### src/rtl/riscv_pkg.sv
// Shared fetch-side types: data widths, the buffered fetch entry and the fetch FSM states.
// Imported by the fetch buffer and the fetch unit.
package riscv_pkg;

  localparam int XLEN = 32;
  localparam int ILEN = 32;

  typedef struct packed {
    logic [XLEN-1:0] pc;
    logic [ILEN-1:0] instr;
  } fetch_entry_t;

  typedef enum logic {
    IDLE = 1'b0,
    RUN  = 1'b1
  } fetch_state_e;

endpackage

### src/rtl/fetch_fifo.sv
// DEPTH-entry circular fetch buffer; head visible combinationally, push/pop take effect at the edge.
// A push is accepted when full only if a pop frees the head slot in the same cycle; flush wins over both.
module fetch_fifo
  import riscv_pkg::*;
#(
  parameter int DEPTH = 2
) (
  input  logic                         clk_i,
  input  logic                         rst_i,
  input  logic                         push_i,
  input  fetch_entry_t                 push_dat_i,
  input  logic                         pop_i,
  input  logic                         flush_i,
  output logic [$clog2(DEPTH+1)-1:0]   count_o,
  output logic                         head_vld_o,
  output fetch_entry_t                 head_dat_o
);

  localparam int PW = (DEPTH > 1) ? $clog2(DEPTH) : 1;
  localparam int CW = $clog2(DEPTH + 1);
  localparam logic [PW-1:0] LAST = PW'(DEPTH - 1);
  localparam logic [CW-1:0] FULL = CW'(DEPTH);

  fetch_entry_t    mem_q [DEPTH];
  fetch_entry_t    mem_d [DEPTH];
  logic [PW-1:0]   head_q, head_d;
  logic [PW-1:0]   tail_q, tail_d;
  logic [CW-1:0]   count_q, count_d;
  logic            do_push;
  logic            do_pop;

  always_comb begin
    do_pop  = pop_i && (count_q != '0) && !flush_i;
    do_push = push_i && ((count_q != FULL) || do_pop) && !flush_i;
    mem_d   = mem_q;
    head_d  = head_q;
    tail_d  = tail_q;
    count_d = count_q;
    if (flush_i) begin
      head_d  = '0;
      tail_d  = '0;
      count_d = '0;
    end else begin
      // When full, tail == head: the popped head slot is reused by the push.
      if (do_push) begin
        mem_d[tail_q] = push_dat_i;
        tail_d        = (tail_q == LAST) ? '0 : tail_q + 1'b1;
      end
      if (do_pop) begin
        head_d = (head_q == LAST) ? '0 : head_q + 1'b1;
      end
      if (do_push && !do_pop) begin
        count_d = count_q + 1'b1;
      end else if (do_pop && !do_push) begin
        count_d = count_q - 1'b1;
      end
    end
  end

  always_ff @(posedge clk_i) begin
    if (rst_i) begin
      head_q  <= '0;
      tail_q  <= '0;
      count_q <= '0;
    end else begin
      head_q  <= head_d;
      tail_q  <= tail_d;
      count_q <= count_d;
    end
  end

  always_ff @(posedge clk_i) begin
    mem_q <= mem_d;
  end

  assign count_o    = count_q;
  assign head_vld_o = (count_q != '0);
  assign head_dat_o = head_vld_o ? mem_q[head_q] : '0;

endmodule

### src/rtl/ifetch_unit.sv
// Instruction fetch: PC register feeding a combinational imem, results queued in fetch_fifo; 1 cycle PC-to-valid.
// Fetch stalls while the buffer is full unless decode pops the head in the same cycle; redirect flushes everything.
module ifetch_unit
  import riscv_pkg::*;
#(
  parameter logic [XLEN-1:0] RESET_PC = 32'h0000_0000,
  parameter int              DEPTH    = 2
) (
  input  logic            clk_i,
  input  logic            rst_i,
  input  logic            en_i,
  output logic [XLEN-1:0] imem_addr_o,
  input  logic [ILEN-1:0] imem_instr_i,
  input  logic            redirect_i,
  input  logic [XLEN-1:0] redirect_pc_i,
  output logic            valid_o,
  input  logic            ready_i,
  output logic [ILEN-1:0] instr_o,
  output logic [XLEN-1:0] pc_o
);

  localparam int CW = $clog2(DEPTH + 1);

  fetch_state_e    state_q, state_d;
  logic [XLEN-1:0] pc_q, pc_d;
  logic            fetch;
  logic            pop;
  logic            head_vld;
  fetch_entry_t    head_dat;
  fetch_entry_t    push_dat;
  logic [CW-1:0]   fifo_count;

  always_comb begin
    pop      = head_vld && ready_i && !redirect_i;
    fetch    = (state_q == RUN) && !redirect_i && ((fifo_count != CW'(DEPTH)) || pop);
    state_d  = en_i ? RUN : IDLE;
    push_dat = '{pc: pc_q, instr: imem_instr_i};
    pc_d     = pc_q;
    if (redirect_i) begin
      pc_d = {redirect_pc_i[XLEN-1:2], 2'b00};
    end else if (fetch) begin
      pc_d = pc_q + 32'd4;
    end
  end

  always_ff @(posedge clk_i) begin
    if (rst_i) begin
      state_q <= IDLE;
      pc_q    <= {RESET_PC[XLEN-1:2], 2'b00};
    end else begin
      state_q <= state_d;
      pc_q    <= pc_d;
    end
  end

  fetch_fifo #(
    .DEPTH(DEPTH)
  ) u_fetch_fifo (
    .clk_i      (clk_i),
    .rst_i      (rst_i),
    .push_i     (fetch),
    .push_dat_i (push_dat),
    .pop_i      (pop),
    .flush_i    (redirect_i),
    .count_o    (fifo_count),
    .head_vld_o (head_vld),
    .head_dat_o (head_dat)
  );

  assign imem_addr_o = pc_q;
  assign valid_o     = head_vld;
  assign instr_o     = head_dat.instr;
  assign pc_o        = head_dat.pc;

endmodule

### config.mk
export PLATFORM = sky130hd
export DESIGN_NAME = ifetch_unit
export DESIGN_NICKNAME = d
export VERILOG_FILES = /design/src/rtl/riscv_pkg.sv /design/src/rtl/fetch_fifo.sv /design/src/rtl/ifetch_unit.sv
export SDC_FILE = /design/constraint.sdc
export NUM_CORES = 1
export LEC_CHECK = 0
export CAP_MARGIN = 30
export CORE_MARGIN = 2
export CORE_UTILIZATION = 48
export CTS_CLUSTER_DIAMETER = 30
export CTS_CLUSTER_SIZE = 30
export DETAILED_ROUTE_END_ITERATION = 12
export PLACE_DENSITY = 0.74
export SLEW_MARGIN = 40
export SYNTH_ARGS = -nofsm -noshare
export SYNTH_HDL_FRONTEND = slang
export SYNTH_HIERARCHICAL = 1
export SYNTH_SLANG_ARGS = --single-unit
export TNS_END_PERCENT = 50
### constraint.sdc
create_clock -name clk_i -period 14 [get_ports clk_i]
set_input_delay 2.1 -clock clk_i [delete_from_list [all_inputs] [get_ports clk_i]]
set_output_delay 2.1 -clock clk_i [all_outputs]
set_load 0.02 [all_outputs]
==> results of run 1 <==
## sequential cells by signal, summed over array words and instances, names as in the netlist
signal,count
state_q,1
imem_addr_o,30
u_fetch_fifo/count_o,2
u_fetch_fifo/mem_q,128
u_fetch_fifo/head_q,1
u_fetch_fifo/tail_q,1
## cell usage in the layout (no fill, tap or decap), drive strengths merged, types with 10 or more instances in the layout
master         netlist  layout
clkdlybuf4s50        0     161
edfxtp             128     128
nor2                92      92
mux2i               65      65
dfxtp               35      35
nand2               22      22
clkbuf              11      22
xnor2               17      17
a211oi              17      17
xor2                11      11
buf                 19      10
## routing by layer
| metal | vias up | GRT usage, % | part of all wire (%) | wire (µm) |
|---|---|---|---|---|
| met2 | 144 | 32.5 | 49 | 7320 |
| li1 | 2210 | - | - | - |
| met4 | 0 | 7.16 | 1.7 | 250 |
| met1 | 2221 | 26.5 | 45 | 6720 |
| met3 | 20 | 4.40 | 5.2 | 785 |
| met5 | - | 0 | 0 | 0 |
## power breakdown
group,switching (mW),internal (mW)
clock network,0.179,0.284
logic,0.0362,0.0404
registers,0.0120,0.532
## cell type report
| type | instances | area (µm²) |
|---|---|---|
| inverters | 7 | 26.3 |
| well taps | 180 | 225 |
| multi-input cells | 322 | 2200 |
| clock inverters | 10 | 133 |
| fillers | 1024 | 4670 |
| clock buffers | 22 | 454 |
| flip-flops and latches | 163 | 4550 |
| repair buffers | 171 | 1730 |
## kinds of logic (layout without fill, tap and decap cells)
| logic type | after synthesis | after routing | synth area share, % |
|---|---|---|---|
| xor gates and xnor gates | 28 | 28 | 3.55 |
| adders and majority gates | 2 | 2 | 0.362 |
| muxes | 66 | 66 | 9.57 |
| DFF | 163 | 163 | 65.7 |
| buffers and inverters | 37 | 210 | 2.99 |
| other | 1 | 6 | 0.0542 |
| and+or+nand+nor | 172 | 172 | 12.5 |
| AOI/OAI and AO/OA | 48 | 48 | 5.29 |
## tightest hold or removal path: stages (launching register included)
cell and delay (ns):
dfxtp_1 0.35, nand2_1 0.07, mux2i_1 0.06
## final timing paths
path,start,end,slack [ns]
worst min-delay path,u_fetch_fifo/tail_q,u_fetch_fifo/tail_q,0.53
worst max-delay path,u_fetch_fifo/count_o[1],valid_o,9.19
worst max register to register,u_fetch_fifo/count_o[0],u_fetch_fifo/mem_q[91],10.66
worst min register to register,u_fetch_fifo/tail_q,u_fetch_fifo/tail_q,0.53
## stage by stage
| step | power, mW | area (µm²) | std cells | utilization, % | worst slack [ns] |
|---|---|---|---|---|---|
| floorplan | 0.585 | 6930 | 522 | - | 7.75 |
| CTS | 1.09 | 9320 | 875 | 66.6 | 9.16 |
| detailed placement | 0.631 | 8730 | 843 | 62.4 | 9.17 |
| global placement | 0.629 | 8650 | 839 | 61.9 | 8.80 |
| finish | 1.08 | 9320 | 875 | 66.6 | 9.19 |
| global route | 1.12 | 9320 | 875 | 66.6 | 9.02 |
==> results.md, run 1 <==
- Worst Hold Slack: 0.529 ns
- I/O pin total: 166
- Critical path required time: 11.90 ns
- Area leader, netlist: edfxtp_1
- GRT Resource Usage Total: 20.0%
- Clk sink count: 163
- Type of the worst min-delay path: flop to flop
- ANT cells: 0
- Most common cell in the netlist: edfxtp_1
- Yosys cell types: 47
- # rows: 43
- CTS root buffer: clkbuf_16
- Leak: 2.99 nW
- Crit-path cells: nor2_4 -> buf_4 -> inv_1 -> clkdlybuf4s50_1
- MaxCap Viol Count: 0
- Mean post-synth cell area: 13.4 µm²
- Pwr/cell area: 116 nW/µm²
- Fmax: 0.208 GHz
- RSZ-0062 raised after global routing: false
- Sequential share of the synthesized area: 65.7%
- Initial DRC Count: 290
- Wire per inst: 17.2 µm
- Synth Instances: 517
- Final Cycle Share: 34.4%
- DIE WIDTH: 124 µm
- Htree depth: 4
- CP endpoint kind: output port
- Post-synthesis register bit count: 163
- Commonest cells post-synth: edfxtp_1 (128), nor2_1 (92), mux2i_1 (65), dfxtp_1 (35), nand2_1 (22)
- Ys async rst share: 0%
- Hold-fix buffers, CTS: 0
- Nets@finish: 753
- Hpwl dp: 10100 µm
- Core area: 14000 µm²
- Layout cells sized above 1: 8.63%
- Via count: 4595
- Crit path depth: 4
- Clk_skew: 0.00665 ns
- Worst-path maximum fanout: 33
- Hold violation count in the final report: 0
- WP data arrival: 2.71 ns
- Initial Util: 49.4%
- Largest net degree at the start of global routing: 37
- Detail Route Antenna Nets: 0
- Post-synth EDFFs: 128
- Vias in the first global route: 4507
- Total wire length: 15100 µm
- Postcts setup bufs: 0
- GRT overflow: 0
- Ys flop type: edfxtp_1
- Setup TNS: 0 ns
- TritonCTS Buffers: 17
- Die H: 124 µm
- Buf+Inv Stages, Crit Path: 3
- Die Area: 15400 µm²
- CTS tree: yes
- Status: complete, no violations
- Max_slew headroom: 47.0%
- Area grow syn2layout: 34.8%
- Actual slew at the worst max-slew pin: 0.793 ns
- Reg2reg path depth: 10
- GP Congestion: 0.790
- Post-route DRC violation count: 0
- Clk_lat worst skew: 0.42 ns
- DR vias/cell: 5.25
- Clock Tree Buf Depth: 2
- Peak VDD IR: 0.0798 mV
- Global-route wire length before repair: 23200 µm
- Final Max Slew Viols: 0
- CTS clk-pin slew, worst paths: 0.06 ns
- Slowest library cell on the worst path: nor2_4
- Synth Warn #: 6
- WS Path Type: flop to output port
- Cts repair resizes: 0
- Initial antenna violation count: 0
- Min Tclk post-route: 4.81 ns
- Cell Area, Synth: 6910 µm²
- CP peak stage delay: 0.66 ns
- Worst hold stages: 2
- Launching element type of the critical path: flop
- Number of port buffers: 161
- Top cells by area, synth: edfxtp_1 (56%), dfxtp_1 (10%), mux2i_1 (9.4%)
- DR pass1 iterations: 4
- Yosys top cell area share: 55.6%
- Crit-path leading delay family: buffers and inverters
- Final setup vio count: 0
Power figures use the tool's default switching activity.
==> inputs of run 2 (changes only) <==
--- a/config.mk
+++ b/config.mk
@@ -7,11 +7,11 @@
 export LEC_CHECK = 0
 export CAP_MARGIN = 30
 export CORE_MARGIN = 2
-export CORE_UTILIZATION = 48
+export CORE_UTILIZATION = 45
 export CTS_CLUSTER_DIAMETER = 30
 export CTS_CLUSTER_SIZE = 30
 export DETAILED_ROUTE_END_ITERATION = 12
-export PLACE_DENSITY = 0.74
+export PLACE_DENSITY = 0.72
 export SLEW_MARGIN = 40
 export SYNTH_ARGS = -nofsm -noshare
 export SYNTH_HDL_FRONTEND = slang
==> constraint.sdc (replaced) <==
create_clock -name clk_i -period 4.1 [get_ports clk_i]
set_input_delay 0.615 -clock clk_i [delete_from_list [all_inputs] [get_ports clk_i]]
set_output_delay 0.615 -clock clk_i [all_outputs]
set_load 0.02 [all_outputs]
==> run 2 against run 1 <==
Compared with the run above: global-route usage decreased by 1.1 points; worst setup slack got worse by 8.2 ns; sequential share of layout area decreased by 0.15 points; core utilization decreased by 4.7 points; sequential power increased to 3.4 times the previous value; clock power increased to 3.6 times the previous value; critical path depth unchanged; critical endpoint is now pc_o[21]; largest cell class unchanged; highest routed layer unchanged.
==> results.md, run 2 (synthesized netlist as in run 1, its figures left out) <==
- CP endpoint kind: output port
- DR pass1 iterations: 4
- Inst Count DP: 851
- ANT cells: 0
- Cts repair resizes: 0
- Nets@finish: 753
- Total wire length: 15200 µm
- CTS clk-pin slew, worst paths: 0.06 ns
- Final setup vio count: 0
- GRT overflow: 0
- Fmax: 0.322 GHz
- Hpwl dp: 10200 µm
- Final Max Slew Viols: 0
- Max_slew headroom: 51.8%
- Post-Layout Inst Area: 9350 µm²
- Postcts setup bufs: 0
- Detail Route Antenna Nets: 0
- Hold-fix buffers, CTS: 0
- Reg area: 4550 µm²
- WP data arrival: 2.49 ns
- Most common cell after layout, fill and taps aside: clkdlybuf4s50_1
- Buf+Inv Stages, Crit Path: 2
- Clk_skew: 0.00881 ns
- Number of port buffers: 161
- Vias in the first global route: 4623
- Critical path required time: 3.48 ns
- Clk sink count: 163
- Crit-path leading delay family: buffers and inverters
- Wire per inst: 17.3 µm
- Pwr/cell area: 407 nW/µm²
- GRT Resource Usage Total: 18.8%
- I/O pin total: 166
- # rows: 45
- CTS tree: yes
- Hold violation count in the final report: 0
- Slowest library cell on the worst path: dfxtp_4
- DR vias/cell: 5.20
- Htree depth: 4
- Initial DRC Count: 191
- Commonest non-fill, non-tap cells in the layout: clkdlybuf4s50_1 (161), edfxtp_1 (128), nor2_1 (91)
- WS Path Type: flop to output port
- TritonCTS Buffers: 17
- Post-DP Area: 8710 µm²
- Area grow syn2layout: 35.2%
- Setup TNS: 0 ns
- DIE WIDTH: 128 µm
- Layout cells sized above 1: 8.92%
- Die Area: 16400 µm²
- Launching element type of the critical path: flop
- Type of the worst min-delay path: flop to flop
- CP peak stage delay: 0.76 ns
- Min Tclk post-route: 3.11 ns
- Share of the core filled with cells: 61.9%
- Clock Tree Buf Depth: 2
- Actual slew at the worst max-slew pin: 0.720 ns
- RSZ-0062 raised after global routing: false
- Post-route DRC violation count: 0
- Core area: 15100 µm²
- Fillers: 1199
- Largest register by flop count: u_fetch_fifo/mem_q
- Initial antenna violation count: 0
- Final Cycle Share: 75.8%
- Status: complete, no violations
- Non-filler cells, final: 883
- Worst Hold Slack: 0.525 ns
- CTS root buffer: clkbuf_16
- Global-route wire length before repair: 23800 µm
- Worst-path maximum fanout: 36
- Largest net degree at the start of global routing: 65
- Via count: 4591
- GP Congestion: 0.761
- Clk_lat worst skew: 0.41 ns
- Leak: 3.01 nW
- Die H: 128 µm
- MaxCap Viol Count: 0
- Crit-path cells: buf_4 -> mux2i_1 -> nor2_1 -> clkdlybuf4s50_1
- Peak VDD IR: 0.266 mV
- Multi-input gate area: 2200 µm²
- Initial Util: 45.8%
- Max FFs per register: 128
run 2: tightest hold or removal path: stages (launching register included):
cell and delay (ns):
dfxtp_1 0.35, nand2_1 0.07, mux2i_1 0.06
run 2: cell type report:
| cell class | instances | area share, % |
|---|---|---|
| Inverter | 7 | 0.281 |
| Clock buffer | 24 | 5.26 |
| Clock inverter | 8 | 1.57 |
| Multi-Input combinational cell | 322 | 23.5 |
| Timing Repair Buffer | 171 | 18.2 |
| Sequential cell | 163 | 48.7 |
| Tap cell | 188 | 2.52 |
run 2: final timing paths:
kind	end	cells past startpoint	slack (ns)	start
worst min register to register	u_fetch_fifo/tail_q	2	0.53	u_fetch_fifo/tail_q
worst min-delay path	u_fetch_fifo/tail_q	2	0.53	u_fetch_fifo/tail_q
worst max-delay path	pc_o[21]	4	0.99	u_fetch_fifo/head_q
worst max register to register	u_fetch_fifo/mem_q[2]	9	1.51	u_fetch_fifo/count_o[1]
run 2: routing by layer:
metal  part of all wire (%)  vias up  GRT usage [%]
li1                       -     2214              -
met1                     44     2246           24.0
met3                    4.4       12           3.84
met5                      0        -              0
met4                    1.2        0           6.85
met2                     51      119           32.0
run 2: report_power, final:
| part | leakage (nW) | internal [mW] | switching, mW |
|---|---|---|---|
| combinational | 1.23 | 0.138 | 0.123 |
| clock | 0.311 | 1.09 | 0.600 |
| sequential | 1.47 | 1.82 | 0.0418 |
| total | 3.01 | 3.04 | 0.764 |
run 2: stage by stage:
stage,setup slack [ns],total power [mW]
CTS,0.930,3.84
global placement,1.06,2.15
floorplan,0.143,2.00
global route,0.873,3.92
finish,0.990,3.80
detailed placement,0.996,2.16
==> inputs of run 3 (changes only) <==
--- a/config.mk
+++ b/config.mk
@@ -7,11 +7,11 @@
 export LEC_CHECK = 0
 export CAP_MARGIN = 30
 export CORE_MARGIN = 2
-export CORE_UTILIZATION = 45
+export CORE_UTILIZATION = 48
 export CTS_CLUSTER_DIAMETER = 30
 export CTS_CLUSTER_SIZE = 30
 export DETAILED_ROUTE_END_ITERATION = 12
-export PLACE_DENSITY = 0.72
+export PLACE_DENSITY = 0.74
 export SLEW_MARGIN = 40
 export SYNTH_ARGS = -nofsm -noshare
 export SYNTH_HDL_FRONTEND = slang
==> constraint.sdc (replaced) <==
create_clock -name clk_i -period 3.2 [get_ports clk_i]
set_input_delay 0.48 -clock clk_i [delete_from_list [all_inputs] [get_ports clk_i]]
set_output_delay 0.48 -clock clk_i [all_outputs]
set_load 0.02 [all_outputs]
==> run 3 against run 2 <==
Compared with the run above: via count hardly changed; clock-buffer cell count is 2 lower; power is 23% higher; register-to-register slack worse by 0.65 ns; combinational power is 31% higher; largest cell class unchanged; sequential share of layout area hardly changed; clock power is 17% higher; clock skew is 0.0073 ns higher.
==> results.md, run 3 (synthesized netlist as in run 1, its figures left out) <==
- Status: complete, no violations
- CTS clk-pin slew, worst paths: 0.06 ns
- CTS tree: yes
- Type of the worst min-delay path: flop to flop
- Max FFs per register: 128
- Worst-path maximum fanout: 64
- Die H: 124 µm
- Wire per inst: 17.2 µm
- Fmax: 0.363 GHz
- Inst Count DP: 847
- Hold-fix buffers, CTS: 0
- Number of port buffers: 161
- Cts repair resizes: 0
- Clk sink count: 163
- Clock Tree Buf Depth: 2
- Clk_skew: 0.0161 ns
- GRT Resource Usage Total: 20.7%
- Detail Route Antenna Nets: 0
- Worst Hold Slack: 0.527 ns
- PnR Total Power: 4.68 mW
- Max_slew headroom: 51.0%
- Hold violation count in the final report: 0
- Min Tclk post-route: 2.76 ns
- TritonCTS Buffers: 17
- Htree depth: 4
- Global-route wire length before repair: 23700 µm
- Hpwl dp: 10100 µm
- Post-DP Area: 8760 µm²
- WS Path Type: flop to output port
- Final setup margin: 0.445 ns
- Initial DRC Count: 267
- Layout cells sized above 1: 9.44%
- DR pass1 iterations: 5
- DIE WIDTH: 124 µm
- Post-route DRC violation count: 0
- Largest register by flop count: u_fetch_fifo/mem_q
- GP Congestion: 0.822
- Total wire length: 15100 µm
- Via count: 4588
- Largest net degree at the start of global routing: 65
- Final Max Slew Viols: 0
- Area grow syn2layout: 35.1%
- RSZ-0062 raised after global routing: false
- MaxCap Viol Count: 0
- Crit-path cells: nor2_4 -> buf_4 -> nor2_1 -> clkdlybuf4s50_1
- Launching element type of the critical path: flop
- Final Cycle Share: 86.1%
- Pwr/cell area: 501 nW/µm²
- Final setup vio count: 0
- Initial antenna violation count: 0
- Non-filler cells, final: 879
- Critical path required time: 2.72 ns
- Nets@finish: 757
- Setup TNS: 0 ns
- WP data arrival: 2.28 ns
- Post-Layout Inst Area: 9340 µm²
- ANT cells: 0
- CP peak stage delay: 0.57 ns
- Most common cell after layout, fill and taps aside: clkdlybuf4s50_1
- Fillers: 1060
- Core area: 14000 µm²
- DR vias/cell: 5.22
- Share of the core filled with cells: 66.7%
- Clk_lat worst skew: 0.42 ns
- # rows: 43
- Initial Util: 49.4%
- Post-Place Worst Slack: 0.484 ns
- CP endpoint kind: output port
- Commonest non-fill, non-tap cells in the layout: clkdlybuf4s50_1 (161), edfxtp_1 (128), nor2_1 (91)
- Postcts setup bufs: 0
- Die Area: 15400 µm²
- Peak VDD IR: 0.289 mV
- Slowest library cell on the worst path: clkdlybuf4s50_1
- Actual slew at the worst max-slew pin: 0.735 ns
- Leak: 3.00 nW
- GRT overflow: 0
- I/O pin total: 166
- Vias in the first global route: 4637
- CTS root buffer: clkbuf_16
-- run 3: per-layer routing --
| metal | up-vias | share of wire (%) | GRT usage (%) |
|---|---|---|---|
| met1 | 2212 | 44 | 27.7 |
| met3 | 16 | 6.1 | 5.68 |
| met5 | - | 0 | 0 |
| met2 | 138 | 49 | 33.0 |
| li1 | 2222 | - | - |
| met4 | 0 | 1.2 | 6.53 |
-- run 3: cell type report --
cell class / instances / area (µm²) / share of cell area [%]
Sequential cell: 163 / 4550 / 48.7
Multi-Input combinational cell: 322 / 2200 / 23.5
Timing Repair Buffer: 175 / 1770 / 18.9
Clock buffer: 22 / 464 / 4.97
Tap cell: 180 / 225 / 2.41
Clock inverter: 10 / 108 / 1.15
Inverter: 7 / 26.3 / 0.281
-- run 3: worst max-delay path: cells and delay by family, from the launching register on --
family | cells | cell delay, ns
simple gates | 2 | 0.26
buf+inv | 2 | 1.13
flops | 1 | 0.39
-- run 3: worst paths after layout --
kind                             to  depth (start not counted)                    start  slack (ns)
max                        pc_o[21]                          4  u_fetch_fifo/count_o[1]        0.44
min             u_fetch_fifo/tail_q                          2      u_fetch_fifo/tail_q        0.53
max reg2reg  u_fetch_fifo/mem_q[77]                          9  u_fetch_fifo/count_o[0]        0.86
min reg2reg     u_fetch_fifo/tail_q                          2      u_fetch_fifo/tail_q        0.53
-- run 3: report_power, final --
group | switching, mW | internal (mW)
registers | 0.0533 | 2.33
clock network | 0.774 | 1.18
logic | 0.160 | 0.180
